$ cat src/rtl/byte_serializer.sv
// byte_serializer: byte FIFO feeding an MSB-first shift register, one byte per 8 cycles.
// Popped bytes reload on the last bit of the previous byte so back-to-back bytes have no idle gap.
module byte_serializer #(
    parameter int DEPTH = 4
) (
    input  logic       clk,
    input  logic       rst_n,
    input  logic [7:0] din,
    input  logic       din_valid,
    output logic       din_ready,
    output logic       sout,
    output logic       sout_valid,
    output logic       sout_first,
    output logic       sout_last,
    output logic       busy,
    output logic       overflow
);
    localparam int AW = $clog2(DEPTH);
    localparam logic [AW:0] FULL = (AW + 1)'(DEPTH);

    typedef enum logic {IDLE, SHIFT} state_t;

    state_t        state_q, state_d;
    logic [AW-1:0] wr_ptr_q, wr_ptr_d, rd_ptr_q, rd_ptr_d;
    logic [AW:0]   count_q, count_d;
    logic [7:0]    shift_q, shift_d;
    logic [2:0]    bit_cnt_q, bit_cnt_d;
    logic          overflow_q, overflow_d;
    logic [7:0]    mem_q [DEPTH];
    logic          push, pop, nonempty, shifting;

    assign din_ready = count_q < FULL;
    assign nonempty  = count_q != '0;
    assign push      = din_valid && din_ready;
    assign shifting  = state_q == SHIFT;

    always_comb begin
        state_d   = state_q;
        shift_d   = shift_q;
        bit_cnt_d = bit_cnt_q;
        pop       = 1'b0;
        // Reload happens both from IDLE and on the last bit of a byte
        if (!shifting || bit_cnt_q == 3'd0) begin
            if (nonempty) begin
                pop       = 1'b1;
                shift_d   = mem_q[rd_ptr_q];
                bit_cnt_d = 3'd7;
                state_d   = SHIFT;
            end else begin
                state_d   = IDLE;
            end
        end else begin
            shift_d   = {shift_q[6:0], 1'b0};
            bit_cnt_d = bit_cnt_q - 3'd1;
        end
        wr_ptr_d   = push ? wr_ptr_q + 1'b1 : wr_ptr_q;
        rd_ptr_d   = pop ? rd_ptr_q + 1'b1 : rd_ptr_q;
        count_d    = (push && !pop) ? count_q + 1'b1 : (pop && !push) ? count_q - 1'b1 : count_q;
        overflow_d = overflow_q || (din_valid && !din_ready);
    end

    always_ff @(posedge clk or negedge rst_n) begin
        if (!rst_n) begin
            state_q    <= IDLE;
            wr_ptr_q   <= '0;
            rd_ptr_q   <= '0;
            count_q    <= '0;
            shift_q    <= '0;
            bit_cnt_q  <= '0;
            overflow_q <= 1'b0;
        end else begin
            state_q    <= state_d;
            wr_ptr_q   <= wr_ptr_d;
            rd_ptr_q   <= rd_ptr_d;
            count_q    <= count_d;
            shift_q    <= shift_d;
            bit_cnt_q  <= bit_cnt_d;
            overflow_q <= overflow_d;
        end
    end

    // Storage needs no reset: entries are only read after being written
    always_ff @(posedge clk) begin
        if (push) mem_q[wr_ptr_q] <= din;
    end

    assign sout       = shifting && shift_q[7];
    assign sout_valid = shifting;
    assign sout_first = shifting && bit_cnt_q == 3'd7;
    assign sout_last  = shifting && bit_cnt_q == 3'd0;
    assign busy       = shifting || nonempty;
    assign overflow   = overflow_q;
endmodule

$ cat config.mk
export PLATFORM = sky130hd
export DESIGN_NAME = byte_serializer
export DESIGN_NICKNAME = d
export VERILOG_FILES = /design/src/rtl/byte_serializer.sv
export SDC_FILE = /design/constraint.sdc
export NUM_CORES = 1
export LEC_CHECK = 0
export CORE_AREA = 2 2 98 100
export DETAILED_ROUTE_END_ITERATION = 8
export DIE_AREA = 0 0 100 102
export REMOVE_ABC_BUFFERS = 1
export SLEW_MARGIN = 20
export SYNTH_ARGS = -nofsm -noshare
export SYNTH_HDL_FRONTEND = slang
export SYNTH_SLANG_ARGS = --single-unit
$ cat constraint.sdc
create_clock -name clk -period 2.6 [get_ports clk]
set_clock_uncertainty 0.15 [all_clocks]
set_input_delay 0.26 -clock clk [delete_from_list [all_inputs] [get_ports clk]]
set_output_delay 0.26 -clock clk [all_outputs]
set_load 0.01 [all_outputs]
==> flow_summary.yaml, run 1 <==
outcome:
  status: "finished clean"
clock_tree:
  cts.sinks: 52
  cts_resized: 0
  htree_levels: 2
  cts_buffer_depth: 2
  numCtsBuffers: 5
  root_buffer: "clkbuf_8"
  worstSkewPairLatency_ns: 0.31
  postCtsSetupBuffers: 0
  cts_tree: "built"
  clkTransAtPathRegs_ns: 0.10
  holdBufCountCts: 0
critical_path:
  cp.required_ns: 2.19
  path_class: "reg2out"
  cp_slowest_cell: "clkdlybuf4s50_1"
  worstPathArrival_ns: 1.93
  end_kind: "primary output"
  max_stage_delay_ns: 0.55
  worstPathCellList: "inv_1 -> ha_1 -> nand2b_1 -> buf_4 -> nor2_1 -> clkdlybuf4s50_1"
  cp_max_fo: 13
  reg2reg_depth: 9
  start_kind: "flip-flop"
  reg2reg_slack_ns: 0.26
  worstReg2RegEnd: "count_q[1]"
  r2r-start: "bit_cnt_q[0]"
synth:
  ys.flop_type: "edfxtp_1"
  async_flop_share: 0.385
  yosys_warnings: 0
  ys_ff_latch: 52
  synthDistinctLibCells: 33
  synth-seq-area-share: 0.661
  postSynthAreaPerCell_um2: 15.7
  syn-cell-area_um2: 2210
  synth_top_area_cell: "edfxtp_1"
  yosysTopAreaCellShare: 0.435
  ys_top_cells_by_area: "edfxtp_1, dfrtp_1, mux4_2, ha_1, a2bb2oi_1"
  postSynthCellCount: 141
  synth_edf_count: 32
detailed_routing:
  wl_met3_um: 157
  antenna_left: 0
  vias: 1183
  wl_um: 3740
  met2_length_um: 1750
  vias_per_cell: 4.29
  dr.pass1.iters: 4
  highest_layer: "met4"
  drc: 0
  wl_per_cell_um: 13.6
  drt_iter0_markers: 51
  wl_met1_um: 1770
floorplanning:
  core-area_um2: 9110
  die_w_um: 100
  fp-row-count: 35
  fp.dieArea_um2: 10200
  io_pins: 18
  start_util: 0.243
  die_h_um: 102
timing:
  fin_setup_tns_ns: 0
  fmax_ghz: 0.426
  rsz0062_at_grt: "no"
  hold_viol_final: 0
  report.final.slew_viol_count: 0
  period_share: 0.902
  setup-violations-final: 0
  worstMarginPinSlew_ns: 0.555
  fin_crit_ns: 2.34
  slew_headroom: 0.630
pwr:
  ir_drop_mv: 0.362
  p_sw_uw: 857
  intPower_uw: 1750
  p_per_area_nw_per_um2: 995
  p_clk_frac: 0.191
  p_sw_frac: 0.329
  combPwrFrac: 0.324
  power.leakage_uw: 0.00102
  seq_power_share: 0.486
worst_hold_path:
  worst_hold_path_type: "in2async"
placement:
  place_area_um2: 2520
  hpwl_um: 2500
  gp_congestion: 0.714
  io_buffers: 17
grt:
  grt_pass1_vias: 1216
  grt_overflow: 0
  grt_max_degree: 21
  grt_pass1_wl_um: 6280
  grt_antenna_before_repair: 0
  track_usage: 0.0808
finish:
  fill_cells: 939
  n_antenna_cell: 0
  syn_to_final_growth_pct: 18.4
  stdcell_area_um2: 2620
  drive_gt1_frac: 0.145
  final_nets: 184
run:
  max_cap_viol_count: 0
layout by cell type (no fill, tap or decap), types with 2 or more instances in the layout:
cell type / count
a21oi_1: 3
a22oi_1: 7
a2bb2oi_1: 7
and2_1: 5
and3_1: 2
buf_4: 5
clkbuf_8: 5
clkdlybuf4s50_1: 17
dfrtp_1: 20
edfxtp_1: 32
ha_1: 8
inv_1: 10
inv_6: 2
mux4_2: 8
nand2_1: 10
nor2_1: 3
xnor2_1: 4
xor2_1: 2
power groups by stage:
stage	combinational (µW)	clock, µW	sequential (µW)
6_report	843	497	1270
4_1_cts	857	517	1270
3_5_place_dp	851	0	1290
2_1_floorplan	615	0	1240
3_3_place_gp	840	0	1280
5_1_grt	956	547	1310
cell type report:
type / count / area [µm²] / share of cell area
clock buffers: 5 / 68.8 / 0.0263
multi-input cells: 73 / 676 / 0.258
clock inverters: 3 / 28.8 / 0.0110
inverters: 10 / 37.5 / 0.0143
repair buffers: 22 / 208 / 0.0793
flip-flops and latches: 52 / 1460 / 0.558
well taps: 111 / 139 / 0.0530
synth_stat cells, types with 2 or more instances:
cell type  number
xor2_1          2
and3_1          2
a2bb2oi_1       7
a22oi_1         7
nor2_1          3
xnor2_1         4
a21oi_1         3
nand2_1        10
mux4_2          8
inv_1          10
ha_1            8
dfrtp_1        20
and2_1          5
clkbuf_1        2
edfxtp_1       32
worst max-delay path, delay by kind of cell, from the launching register on:
kind,cells,cell delay (ns)
adder cells (fa/ha/maj),1,0.19
flip-flops,1,0.41
buffers and inverters,3,0.84
AND/OR/NAND/NOR,2,0.18
sequential cells by signal, indices dropped and copies added (netlist names):
name,count
bit_cnt_q,3
count_q,3
mem_q,32
wr_ptr_q,2
rd_ptr_q,2
overflow,1
sout_valid,1
shift_q,8
metal layers:
metal,up-vias,track usage
li1,571,-
met1,583,0.107
met2,22,0.128
met3,7,0.0212
met4,0,0.0316
met5,-,0
how the worst max path moves through the flow:
stage,end,slack (ns),from
2_1_floorplan,count_q[1],0.20,bit_cnt_q[0]
3_3_place_gp,count_q[1],0.32,bit_cnt_q[0]
3_5_place_dp,count_q[1],0.26,bit_cnt_q[0]
4_1_cts,sout_last,0.24,bit_cnt_q[0]
5_1_grt,count_q[1],0.1,bit_cnt_q[1]
6_report,sout_last,0.26,bit_cnt_q[0]
kinds of logic (layout without fill, tap and decap cells):
logic type | after synthesis | after routing | synth area share
muxes | 9 | 9 | 0.0866
and+or+nand+nor | 25 | 25 | 0.0572
AOI/OAI and AO/OA | 24 | 24 | 0.0838
DFF | 52 | 52 | 0.661
adders and majority gates | 9 | 9 | 0.0543
xor gates and xnor gates | 6 | 6 | 0.0238
buffers and inverters | 16 | 40 | 0.0334
metrics by stage:
stage	std cells	power, µW	hold slack, ns	worst slack (ns)	utilization
2_1_floorplan	135	1850	-0.186	0.198	-
6_report	276	2610	0.137	0.255	0.288
4_1_cts	276	2650	0.151	0.238	0.288
5_1_grt	276	2810	0.160	0.0956	0.288
3_3_place_gp	268	2120	0.299	0.315	0.277
3_5_place_dp	268	2140	0.299	0.264	0.277
Note: power is estimated with default switching activity, not from simulation.
==> run 2, diff against run 1 <==
--- a/config.mk
+++ b/config.mk
@@ -5,9 +5,12 @@
 export SDC_FILE = /design/constraint.sdc
 export NUM_CORES = 1
 export LEC_CHECK = 0
+export CELL_PAD_IN_SITES_DETAIL_PLACEMENT = 1
+export CELL_PAD_IN_SITES_GLOBAL_PLACEMENT = 1
 export CORE_AREA = 2 2 98 100
 export DETAILED_ROUTE_END_ITERATION = 8
 export DIE_AREA = 0 0 100 102
+export PLACE_DENSITY_LB_ADDON = 0.1
 export REMOVE_ABC_BUFFERS = 1
 export SLEW_MARGIN = 20
 export SYNTH_ARGS = -nofsm -noshare
==> constraint.sdc (replaced) <==
create_clock -name clk -period 2.6 [get_ports clk]
set_clock_uncertainty 0.15 [all_clocks]
set_input_delay 0.78 -clock clk [delete_from_list [all_inputs] [get_ports clk]]
set_output_delay 0.78 -clock clk [all_outputs]
set_load 0.01 [all_outputs]
==> run 2 against run 1 <==
Against the previous run: non-clock buffer count up 6; wire length grew 19%; clock power down 5.8%; setup slack lost 0.17 ns; final area increased by 3.3%; register-to-register slack lost 0.04 ns; total power rose by 3.4%.
==> flow_summary.yaml, run 2 (same netlist as run 1, synthesis figures left out) <==
timing:
  setup-violations-final: 0
  hold_viol_final: 0
  slew_headroom: 0.598
  fmax_ghz: 0.397
  setup_ws_ns: 0.0805
  fin_crit_ns: 2.52
  fin_setup_tns_ns: 0
  report.final.slew_viol_count: 0
  rsz0062_at_grt: "yes"
  period_share: 0.969
  worstMarginPinSlew_ns: 0.603
grt:
  grt_max_degree: 21
  gr-usage-met2: 0.162
  track_usage: 0.0943
  grt_antenna_before_repair: 0
  grt_overflow: 0
  top_usage_layer: "met2"
  globalRouteMet3Util: 0.0226
  grt_pass1_wl_um: 7340
  grt_pass1_vias: 1411
  grt.met1_usage: 0.118
critical_path:
  worstPathCellList: "nor3_4 -> nand2_1 -> clkdlybuf4s50_1"
  max_stage_delay_ns: 0.48
  cp_top_family: "buffers and inverters"
  crit_path_end: "busy"
  end_kind: "primary output"
  r2r-start: "bit_cnt_q[0]"
  path_class: "reg2out"
  path_depth: 3
  cp_max_fo: 4
  reg2reg_slack_ns: 0.22
  cp_slowest_cell: "clkdlybuf4s50_1"
  path_buf_inv: 1
  crit_start: "count_q[1]"
  start_kind: "flip-flop"
  cp.required_ns: 1.67
  worstReg2RegEnd: "count_q[1]"
  worstPathArrival_ns: 1.59
  reg2reg_depth: 9
placement:
  dp.cells: 274
  place_area_um2: 2600
  hpwl_um: 3220
  gp_congestion: 0.758
  io_buffers: 17
  pre_cts_slack_ns: -0.107
finish:
  syn_to_final_growth_pct: 22.4
  top_regs: "mem_q (32), shift_q (8)"
  largest_register: "mem_q"
  drive_gt1_frac: 0.193
  mostFrequentLayoutCells: "edfxtp_1, dfrtp_1, clkdlybuf4s50_1"
  final_nets: 190
  final_common_cell: "edfxtp_1"
  finalNonFillerCells: 282
  n_antenna_cell: 0
  stdcell_area_um2: 2710
  largest_reg_flops: 32
pwr:
  p_sw_frac: 0.335
  p_clk_frac: 0.174
  p_total_uw: 2690
  intPower_uw: 1790
  p_per_area_nw_per_um2: 995
  p_sw_uw: 903
  seq_power_share: 0.480
  combPwrFrac: 0.346
  power.leakage_uw: 0.00106
  ir_drop_mv: 0.284
clock_tree:
  clkTransAtPathRegs_ns: 0.10
  cts_tree: "built"
  numCtsBuffers: 5
  htree_levels: 2
  cts.sinks: 52
  cts_buffer_depth: 2
  holdBufCountCts: 0
  root_buffer: "clkbuf_8"
  worstSkewPairLatency_ns: 0.30
floorplanning:
  fp-row-count: 35
  start_util: 0.243
  die_w_um: 100
  core-area_um2: 9110
  die_h_um: 102
  fp.dieArea_um2: 10200
  io_pins: 18
detailed_routing:
  wl_um: 4460
  vias: 1228
  drc: 0
  drt_iter0_markers: 29
  vias_per_cell: 4.35
  antenna_left: 0
  dr.pass1.iters: 4
  wl_per_cell_um: 15.8
worst_hold_path:
  worst_hold_path_type: "reg2reg"
run:
  max_cap_viol_count: 0
outcome:
  status: "finished clean"
run 2: changes by cell type in the layout (fill, tap and decap cells not counted), sizes merged:
cell           previous run  this run
inv                      13        11
clkinvlp                  0         1
clkinv                    0         1
clkdlybuf4s50            17        16
dlygate4sd2               0         1
buf                       5        11
run 2: layer usage:
layer,vias up,wire (µm)
li1,578,-
met1,633,2060
met2,15,2250
met3,2,123
met4,0,31
met5,-,0
run 2: repair_timing:
action                     4_1_cts  5_1_grt
gates resized for setup          2        3
setup buffers                    0        0
gates cloned                     0        0
setup endpoints to repair        1        3
run 2: worst min path at each step:
stage	from	to	slack, ns	cells past startpoint
after floorplan	shift_q[0]	shift_q[0]	0.32	1
after global placement	overflow	overflow	0.29	1
after detailed placement	overflow	overflow	0.31	1
after CTS	overflow	overflow	0.34	1
after global routing	overflow	overflow	0.39	1
final	overflow	overflow	0.33	1
run 2: power by group through the flow:
stage          clock network, µW  registers, µW  logic (µW)
6_report                     468           1290         933
5_1_grt                      518           1330        1050
4_1_cts                      493           1290         948
3_5_place_dp                   0           1310         943
3_3_place_gp                   0           1290         911
2_1_floorplan                  0           1240         615
run 2: layout make-up:
cell class                      count  area [µm²]
Clock inverter                      3        21.3
Sequential cell                    52        1460
Tap cell                          111         139
Clock buffer                        5        68.8
Timing Repair Buffer               28         289
Multi-Input combinational cell     73         688
Fill cell                         968        6400
Inverter                           10        37.5
run 2: stage by stage:
| stage | util | hold slack [ns] |
|---|---|---|
| 2_1_floorplan | - | 0.324 |
| 6_report | 0.297 | 0.326 |
| 3_5_place_dp | 0.286 | 0.314 |
| 3_3_place_gp | 0.286 | 0.295 |
| 4_1_cts | 0.296 | 0.336 |
| 5_1_grt | 0.297 | 0.389 |
==> run 3, diff against run 2 <==
--- a/config.mk
+++ b/config.mk
@@ -16,3 +16,4 @@
 export SYNTH_ARGS = -nofsm -noshare
 export SYNTH_HDL_FRONTEND = slang
 export SYNTH_SLANG_ARGS = --single-unit
+export TNS_END_PERCENT = 10
==> run 3 against run 2 <==
Against the previous run: combinational power hardly changed; via count rose by 0.24%; utilization is essentially flat; first-iteration DRC count up 6.9%; count of clock-buffer cells in the layout unchanged; highest routed layer unchanged; fmax is 0.52% higher; critical path type unchanged; setup slack gained 0.013 ns.
==> flow_summary.yaml, run 3 (same netlist as run 1, synthesis figures left out) <==
detailed_routing:
  vias: 1231
  highest_layer: "met4"
  wl_um: 4470
  wl_met1_um: 2090
  drc: 0
  met2_length_um: 2260
  antenna_left: 0
  vias_per_cell: 4.37
  wl_met3_um: 98
  wl_per_cell_um: 15.9
  drt_iter0_markers: 31
  dr.pass1.iters: 4
timing:
  slew_headroom: 0.598
  setup-violations-final: 0
  hold_viol_final: 0
  fin_crit_ns: 2.51
  fmax_ghz: 0.399
  fin_setup_tns_ns: 0
  period_share: 0.964
  rsz0062_at_grt: "yes"
  report.final.slew_viol_count: 0
  worstMarginPinSlew_ns: 0.604
grt:
  grt_max_degree: 21
  grt_pass1_vias: 1411
  grt_antenna_before_repair: 0
  grt_overflow: 0
  grt_pass1_wl_um: 7340
  track_usage: 0.0943
finish:
  final_common_cell: "edfxtp_1"
  n_antenna_cell: 0
  mostFrequentLayoutCells: "edfxtp_1, dfrtp_1, clkdlybuf4s50_1"
  fin_util: 0.297
  drive_gt1_frac: 0.187
  fill_cells: 968
  top_regs: "mem_q (32), shift_q (8)"
  final_nets: 190
  largest_register: "mem_q"
  syn_to_final_growth_pct: 22.2
  largest_reg_flops: 32
outcome:
  status: "finished clean"
critical_path:
  worstPathCellList: "nor3_4 -> nand2_1 -> clkdlybuf4s50_1"
  worstReg2RegEnd: "count_q[1]"
  reg2reg_depth: 9
  cp_slowest_cell: "clkdlybuf4s50_1"
  path_class: "reg2out"
  end_kind: "primary output"
  cp_max_fo: 4
  reg2reg_slack_ns: 0.12
  r2r-start: "bit_cnt_q[0]"
  max_stage_delay_ns: 0.47
  worstPathArrival_ns: 1.58
  start_kind: "flip-flop"
  cp.required_ns: 1.67
clock_tree:
  holdBufCountCts: 0
  cts_buffer_depth: 2
  root_buffer: "clkbuf_8"
  cts.sinks: 52
  numCtsBuffers: 5
  postCtsSetupBuffers: 0
  clkTransAtPathRegs_ns: 0.10
  htree_levels: 2
  cts_tree: "built"
  worstSkewPairLatency_ns: 0.30
floorplanning:
  die_w_um: 100
  start_util: 0.243
  core-area_um2: 9110
  die_h_um: 102
  fp-row-count: 35
  io_pins: 18
  fp.dieArea_um2: 10200
pwr:
  power.leakage_uw: 0.00106
  p_per_area_nw_per_um2: 995
  ir_drop_mv: 0.284
  p_total_uw: 2690
placement:
  gp_congestion: 0.758
  io_buffers: 17
  hpwl_um: 3220
worst_hold_path:
  hold_depth: 1
  worst_hold_path_type: "reg2reg"
  hold_start: "overflow"
  whs_endpoint: "overflow"
run:
  max_cap_viol_count: 0
## run 3: changes by cell type in the layout (fill, tap and decap cells not counted)
cell | previous run | this run
a21oi_1 | 2 | 3
a21oi_2 | 2 | 1
## run 3: per-stage QoR
step                worst slack, ns  cells  hold WS, ns  area (µm²)
finish                       0.0937    282        0.326        2700
global route                -0.0383    282        0.389        2700
CTS                         0.00329    282        0.336        2700
detailed placement           -0.107    274        0.314        2600
global placement            -0.0307    274        0.295        2600
floorplan                     0.198    135        0.324        2170
## run 3: how the worst max path moves through the flow
stage            startpoint         end  slack, ns  depth (start not counted)
3_5_place_dp      din_valid  count_q[2]      -0.11                          8
6_report         count_q[1]        busy       0.09                          3
4_1_cts          count_q[0]        busy      0.003                          3
5_1_grt        bit_cnt_q[1]  count_q[1]      -0.04                          9
3_3_place_gp      din_valid  count_q[2]      -0.03                          8
2_1_floorplan  bit_cnt_q[0]  count_q[1]       0.20                          9
## run 3: final cells by class
cell class	count	area, µm²	area share
sequential	52	1460	0.541
multi-input combinational	73	684	0.253
timing repair buffer	28	289	0.107
tap	111	139	0.0514
clock buffer	5	68.8	0.0255
inverter	10	37.5	0.0139
clock inverter	3	21.3	0.00787
## run 3: layer usage
metal | track usage | vias to the layer above
li1 | - | 579
met2 | 0.162 | 13
met4 | 0.0316 | 0
met3 | 0.0226 | 2
met5 | 0 | -
met1 | 0.118 | 637
## run 3: worst max-delay path: cells and delay by family, from the launching register on
| family | cells | cell delay (ns) |
|---|---|---|
| buf+inv | 1 | 0.47 |
| simple gates | 2 | 0.35 |
| flops | 1 | 0.45 |
## run 3: where the power goes
| group | switching, µW | internal [µW] | total (µW) |
|---|---|---|---|
| clock | 276 | 192 | 468 |
| sequential | 204 | 1090 | 1290 |
| combinational | 420 | 510 | 930 |
## run 3: timing repair
action,CTS,global route
setup endpoints to repair,1,3
gates resized for setup,2,2
hold endpoints to repair,0,0
